==> config.mk <==
export PLATFORM = sky130hd
export DESIGN_NAME = operand_entry_fsm
export DESIGN_NICKNAME = d
export VERILOG_FILES = /design/src/rtl/operand_entry_fsm.sv
export SDC_FILE = /design/constraint.sdc
export NUM_CORES = 1
export LEC_CHECK = 0
export ABC_AREA = 0
export CORE_AREA = 4 4 77 79
export CTS_CLUSTER_DIAMETER = 100
export DETAILED_ROUTE_END_ITERATION = 8
export DIE_AREA = 0 0 81 83
export PLACE_DENSITY = 0.77
export SETUP_SLACK_MARGIN = 0.3
export SYNTH_ARGS = -nofsm -noshare
export SYNTH_HDL_FRONTEND = slang
export SYNTH_SLANG_ARGS = --single-unit
==> constraint.sdc <==
create_clock -name clk -period 4.2 [get_ports clk]
set_input_delay 0.42 -clock clk [delete_from_list [all_inputs] [get_ports clk]]
set_output_delay 0.42 -clock clk [all_outputs]
set_load 0.01 [all_outputs]
==> src/rtl/operand_entry_fsm.sv <==
// Input stage for the signed alien calculator: debounces ENTER/CLEAR and captures
// operand A, operand B and the one-hot operation mode in sequence.
module operand_entry_fsm #(
    parameter int unsigned DEBOUNCE_CYCLES = 250000
) (
    input  logic       clk,
    input  logic       rst,
    input  logic [5:0] sw,
    input  logic       btn_enter,
    input  logic       btn_clear,
    output logic [4:0] portA,
    output logic [4:0] portB,
    output logic [5:0] MODE,
    output logic [1:0] stage,
    output logic       valid,
    output logic       mode_err
);

    localparam int unsigned CW = $clog2(DEBOUNCE_CYCLES + 1);

    typedef enum logic [1:0] {
        S_A     = 2'd0,
        S_B     = 2'd1,
        S_MODE  = 2'd2,
        S_READY = 2'd3
    } state_t;

    // Index 0 = ENTER, index 1 = CLEAR.
    logic [1:0]    btn_raw;
    logic [1:0]    sync1_q, sync2_q;
    logic [1:0]    db_q, db_d, db_prev_q;
    logic [CW-1:0] cnt_q [2];
    logic [CW-1:0] cnt_d [2];
    logic          enter_pulse, clear_pulse;

    assign btn_raw = {btn_clear, btn_enter};

    // The counter only runs while the synced level disagrees with the accepted
    // level; any bounce back to agreement restarts the qualification window.
    always_comb begin
        for (int unsigned i = 0; i < 2; i++) begin
            db_d[i]  = db_q[i];
            cnt_d[i] = cnt_q[i];
            if (sync2_q[i] == db_q[i]) begin
                cnt_d[i] = '0;
            end else if (cnt_q[i] == CW'(DEBOUNCE_CYCLES - 1)) begin
                db_d[i]  = sync2_q[i];
                cnt_d[i] = '0;
            end else begin
                cnt_d[i] = cnt_q[i] + 1'b1;
            end
        end
    end

    always_ff @(posedge clk) begin
        if (rst) begin
            sync1_q   <= '0;
            sync2_q   <= '0;
            db_q      <= '0;
            db_prev_q <= '0;
            for (int unsigned i = 0; i < 2; i++) cnt_q[i] <= '0;
        end else begin
            sync1_q   <= btn_raw;
            sync2_q   <= sync1_q;
            db_q      <= db_d;
            db_prev_q <= db_q;
            for (int unsigned i = 0; i < 2; i++) cnt_q[i] <= cnt_d[i];
        end
    end

    assign enter_pulse = db_q[0] & ~db_prev_q[0];
    assign clear_pulse = db_q[1] & ~db_prev_q[1];

    function automatic logic [4:0] norm(input logic [4:0] v);
        return (v == 5'b10000) ? 5'b00000 : v;
    endfunction

    state_t     state_q, state_d;
    logic [4:0] port_a_q, port_a_d;
    logic [4:0] port_b_q, port_b_d;
    logic [5:0] mode_q, mode_d;
    logic       valid_q, valid_d;
    logic       mode_err_q, mode_err_d;

    always_comb begin
        state_d    = state_q;
        port_a_d   = port_a_q;
        port_b_d   = port_b_q;
        mode_d     = mode_q;
        valid_d    = valid_q;
        mode_err_d = mode_err_q;
        if (clear_pulse) begin
            state_d    = S_A;
            port_a_d   = '0;
            port_b_d   = '0;
            mode_d     = '0;
            valid_d    = 1'b0;
            mode_err_d = 1'b0;
        end else if (enter_pulse) begin
            unique case (state_q)
                S_A: begin
                    port_a_d   = norm(sw[4:0]);
                    valid_d    = 1'b0;
                    mode_err_d = 1'b0;
                    state_d    = S_B;
                end
                S_B: begin
                    port_b_d = norm(sw[4:0]);
                    state_d  = S_MODE;
                end
                S_MODE: begin
                    if ($onehot(sw)) begin
                        mode_d     = sw;
                        valid_d    = 1'b1;
                        mode_err_d = 1'b0;
                        state_d    = S_READY;
                    end else begin
                        mode_err_d = 1'b1;
                    end
                end
                S_READY: begin
                    valid_d = 1'b0;
                    state_d = S_A;
                end
                default: state_d = S_A;
            endcase
        end
    end

    always_ff @(posedge clk) begin
        if (rst) begin
            state_q    <= S_A;
            port_a_q   <= '0;
            port_b_q   <= '0;
            mode_q     <= '0;
            valid_q    <= 1'b0;
            mode_err_q <= 1'b0;
        end else begin
            state_q    <= state_d;
            port_a_q   <= port_a_d;
            port_b_q   <= port_b_d;
            mode_q     <= mode_d;
            valid_q    <= valid_d;
            mode_err_q <= mode_err_d;
        end
    end

    assign portA    = port_a_q;
    assign portB    = port_b_q;
    assign MODE     = mode_q;
    assign stage    = state_q;
    assign valid    = valid_q;
    assign mode_err = mode_err_q;

endmodule

Yosys cells after proc, flatten, opt, wreduce, memory -nomap -nowiden
Memories as Yosys holds them, arrays and structs flattened.
Cells that the tools add are included.

storage, ports and cells
  flip-flop bits (word level) = 28
  bits in writable memories = 36
  output and inout port bits = 20
  memories kept = 1

memory list
  name   depth  bits a word  rd ports  clocked after Yosys merged registers in  write ports  line  text
  cnt_q  2      18           2         0                                        2            32    logic [CW-1:0] cnt_q [2];

cells by class
  add/subtract/negate cells = 7
  eq/ne operators = 10
  multiplexer cells = 16
  bitwise gates (word level) = 8
  reductions and logical operators = 13

operators by type and width
  operator               number
  $mux 18                6
  $add 18x1->18 const B  2
  $eq 18x18->1 const B   2
  $reduce_and 2->1       6
  $pmux 2 s4             1
  $add 1x1->2            3
  $reduce_and 3->1       2
  $eq 5x5->1 const B     1
  $mux 1                 5
  $mux 5                 1
  $eq 2x2->1 const B     2
  $not 1->1              4
  $pmux 1 s2             2
  $reduce_bool 2->1      2
  $reduce_or 2->1        2
  $add 2x2->3            1
  $add 3x2->3            1
  $eq 3x1->1 const B     1
  $and 1x1->1            2
  $eq 1x1->1             2
  $eq 2x1->1 const B     1
  $logic_not 2->1        1
  $mux 2                 1
  $ne 2x2->1 const B     1
  $or 1x1->1             2

Longest topological paths before layout
  depth after elaboration = 6
  gate-level depth with buffers = 11

Worst setup path before layout
Ideal clock, no wire load.

  kind = input to register
  start point = input sw[0]
  end point = register mode_q[0] (netlist: MODE[0])
  arrival = 3.382 ns
  required time = 4.072 ns
  path slack = 0.690 ns
  cell stages on the path = 11
  path buffers = 1
  cell sequence = inv_1 fa_1 fa_1 inv_1 ha_1 fa_1 or3b_2 nor4bb_1 clkbuf_1 mux2i_1 nor2_1

on the way
  cells in the longest elaborated chain, start to end = 5

RTL lines
  item                               line  text
  from (decl)                        8     input logic [5:0] sw,
  $add 1x1->2 (not written as such)  112   if ($onehot(sw)) begin
  $add 2x2->3 (not written as such)  112
  $add 3x2->3 (not written as such)  112
  $eq 3x1->1                         112
  $reduce_and 3->1 (no source line)  --
  to (signal assigned)               142   mode_q <= mode_d;
  to (decl)                          81    logic [5:0] mode_q, mode_d;

Several ways; a longest one is shown, not always the timed one.
A chain may end at the register's enable or synchronous reset.

Final worst setup path
  start point = input sw[0]
  end point = register mode_q[1] (netlist: MODE[1])

on the way
  cells in the longest elaborated chain, start to end = 5

RTL lines
  item                               line
  $add 1x1->2 (not written as such)  112
  $add 2x2->3 (not written as such)  112
  $add 3x2->3 (not written as such)  112
  $eq 3x1->1                         112
  $reduce_and 3->1 (no source line)  --

Every way passes these cells.

==> flow_metrics.env <==
export IMPL_routedWlPerCell_um=12.93
export IMPL_grt_pass1_vias=2188
export IMPL_critPathMaxFanout=7
export IMPL_final_area_sq_mm=0.003346
export IMPL_worstMarginPinSlew_ns=0.9246
export IMPL_cts_tree="yes"
export IMPL_hold_path_class="register to register"
export IMPL_clockBufferDepth=2
export IMPL_routed_via_count=2315
export IMPL_fmax_mhz=268.5
export IMPL_irDropWorstVdd_v=0.0002215
export IMPL_dr_pass1_iters=4
export IMPL_die_area_sq_mm=0.006723
export IMPL_hold_viol_final=0
export IMPL_post_cts_setup_buffer_count=0
export IMPL_crit_required_ns=4.40
export IMPL_initial_core_util_pct=53.28
export IMPL_drt_total_wl_mm=5.494
export IMPL_multi_input_area_sq_mm=0.001459
export IMPL_clock_latency_ns=0.33
export IMPL_min_period_ns=3.724
export IMPL_synth_area_per_cell_sq_um=8.860
export IMPL_n_antenna_cell=0
export IMPL_netlist_instances=321
export IMPL_ys_seq_elements=64
export IMPL_antenna_found_initial=0
export IMPL_area_growth_pct=17.64
export IMPL_io_pins=30
export IMPL_die_h_um=83
export IMPL_grt_start_max_net_pins=21
export IMPL_dp_hpwl_mm=3.869
export IMPL_final_nets=370
export IMPL_drc=0
export IMPL_synth_top_area_share_pct=45.05
export IMPL_grt_use_total_pct=17.83
export IMPL_drv_cap=0
export IMPL_synth_top_flop_cell="dfxtp_1"
export IMPL_synth_nets=341
export IMPL_setup_violations_final=0
export IMPL_root_buffer="clkbuf_8"
export IMPL_ctsHoldBuffers=0
export IMPL_synth_edf_count=0
export IMPL_synth_area_sq_mm=0.002844
export IMPL_grt_pass1_wl_mm=9.556
export IMPL_post_dp_cell_area_sq_mm=0.003186
export IMPL_io_buffers=29
export IMPL_p_per_area_mw_per_mm2=325.1
export IMPL_synthArstFlopShare_pct=0
export IMPL_drv_slew=0
export IMPL_post_route_period_util_pct=88.68
export IMPL_synth_area_leaders="dfxtp_1, nor2_1, xnor2_1"
export IMPL_tns_ns=0
export IMPL_clkTransAtPathRegs_ns=0.06
export IMPL_dieWidth_um=81
export IMPL_synth_top_area_cell="dfxtp_1"
export IMPL_slew_headroom_pct=38.23
export IMPL_start_kind="input port"
export IMPL_drt_iter0_markers=130
export IMPL_gp_congestion=0.7995
export IMPL_p_leak_uw=0.001081
export IMPL_grt_overflow=0
export IMPL_fin_hold_ws_ns=0.4411
export IMPL_drive_gt1_share_pct=6.232
export IMPL_routed_via_density=5.447
export IMPL_htree_levels=3
export IMPL_ys_warn_count=0
export IMPL_seq_area_frac_synth_pct=45.05
export IMPL_end_kind="register"
export IMPL_rsz0062_at_grt="false"
export IMPL_drt_antenna_violating_nets=0
export IMPL_outcome="complete, no violations"
export IMPL_core_area_sq_mm=0.005338
export IMPL_num_rows=27
export IMPL_critical_path_class="input port to register"
export IMPL_cts_buffers=9
export IMPL_fillers=498
export IMPL_clkSinkCount=64
export IMPL_cp_data_arrival_time_ns=3.93
export IMPL_register_area_sq_mm=0.001281
export IMPL_finClkSkew_ns=0.003956
export IMPL_synth_cell_type_count=41
synth_stat cells (3+ instances only):
library cell / instances
o21ai_0: 4
clkbuf_1: 10
inv_1: 15
dfxtp_1: 64
nor3_1: 3
nor4_1: 7
mux2i_1: 7
xnor2_1: 18
nor2b_1: 9
ha_1: 7
and4_1: 4
xor2_1: 12
nand4_1: 12
nor2_1: 51
nand3_1: 23
nand2_1: 22
nand2b_1: 3
a21oi_1: 16
or4_1: 3
fa_1: 3
layout make-up:
type                       count  area share (%)
clock buffer                  13           4.450
clock inverter                 1          0.1496
inverter                      15           1.683
multi-input combinational    229           43.61
sequential                    64           38.29
tap                           72           2.693
timing repair buffer          31           9.125
cell families (layout without fill, tap and decap cells):
family / after synthesis / after routing / synth area share [%]
xor gates and xnor gates: 30 / 30 / 9.239
AOI/OAI and AO/OA: 29 / 29 / 6.116
DFF: 64 / 64 / 45.05
adders and majority gates: 10 / 10 / 5.191
buffers and inverters: 28 / 60 / 3.871
muxes: 8 / 8 / 2.860
and+or+nand+nor: 152 / 152 / 27.67
worst max-delay path, stage by stage:
cell,delay (ns)
clkdlybuf4s50_1,0.48
inv_1,0.09
fa_1,0.49
fa_1,0.49
inv_1,0.05
ha_1,0.19
fa_1,0.43
or3b_2,0.51
nor4bb_2,0.29
buf_4,0.22
mux2i_1,0.21
nor2_1,0.05
layer usage:
metal	vias up	global-route usage [%]	wire, um
li1	1160	-	-
met3	16	4.013	321
met2	64	27.93	2649
met5	-	0	0
met1	1075	21.57	2390
met4	0	11.52	132
state kept, by name (all words and copies together), names as in the netlist:
signal	count
cnt_q	36
MODE	6
db_prev_q	2
sync1_q	2
stage	2
valid	1
sync2_q	2
mode_err	1
portB	5
portA	5
db_q	2
where the power goes:
part	total (uW)	switching, uW	internal, uW	leakage [uW]
registers	611	1.14	609	0.000516
logic	44.5	24.5	20.0	0.000485
clock network	433	209	223	0.0000794
placed cells by master (no fill, tap or decap), drive strengths merged:
cell type / Yosys / routed
o41ai: 2 / 2
and2: 2 / 2
fa: 3 / 3
or3: 2 / 2
nor2b: 9 / 9
and3: 1 / 1
nor2: 51 / 51
o31ai: 1 / 1
clkdlybuf4s50: 0 / 29
mux2: 1 / 1
nand2b: 3 / 3
inv: 15 / 15
a32oi: 1 / 1
nand2: 22 / 22
or4b: 4 / 4
xnor2: 18 / 18
dfxtp: 64 / 64
a21o: 1 / 1
nor4bb: 2 / 2
a21oi: 16 / 16
a211o: 1 / 1
or3b: 1 / 1
nand3: 23 / 23
ha: 7 / 7
or4: 4 / 4
buf: 3 / 2
nand4: 12 / 12
and4: 6 / 6
nor3: 3 / 3
mux2i: 7 / 7
a211oi: 1 / 1
clkinv: 0 / 1
o21ai: 5 / 5
clkbuf: 10 / 13
a21boi: 1 / 1
xor2: 12 / 12
nor4: 7 / 7
path summary, 6_finish.rpt:
check,start,endpoint,slack (ns),depth (start not counted)
max,sw[0],MODE[1]$_SDFFE_PP0P_,0.48,12
min,sync1_q[1]$_SDFF_PP0_,sync2_q[1]$_SDFF_PP0_,0.44,1
max reg2reg,cnt_q[0][31]$_SDFF_PP0_,cnt_q[0][27]$_SDFF_PP0_,1.99,4
min reg2reg,sync1_q[1]$_SDFF_PP0_,sync2_q[1]$_SDFF_PP0_,0.44,1
metrics by stage:
stage / instances / setup WS [ns] / power [uW] / utilization (%)
floorplan: 321 / 0.6904 / 649.5 / -
global placement: 411 / 0.2422 / 665.8 / 59.68
detailed placement: 411 / 0.1840 / 666.8 / 59.68
CTS: 425 / 0.4923 / 1103 / 62.56
global route: 425 / 0.2876 / 1134 / 62.68
finish: 425 / 0.4756 / 1088 / 62.68
repair_timing:
item | CTS | global route
resized for setup | 0 | 1
setup endpoints to repair | 0 | 1
hold endpoints to repair | 0 | 0
(Power assumes the default switching activity.)
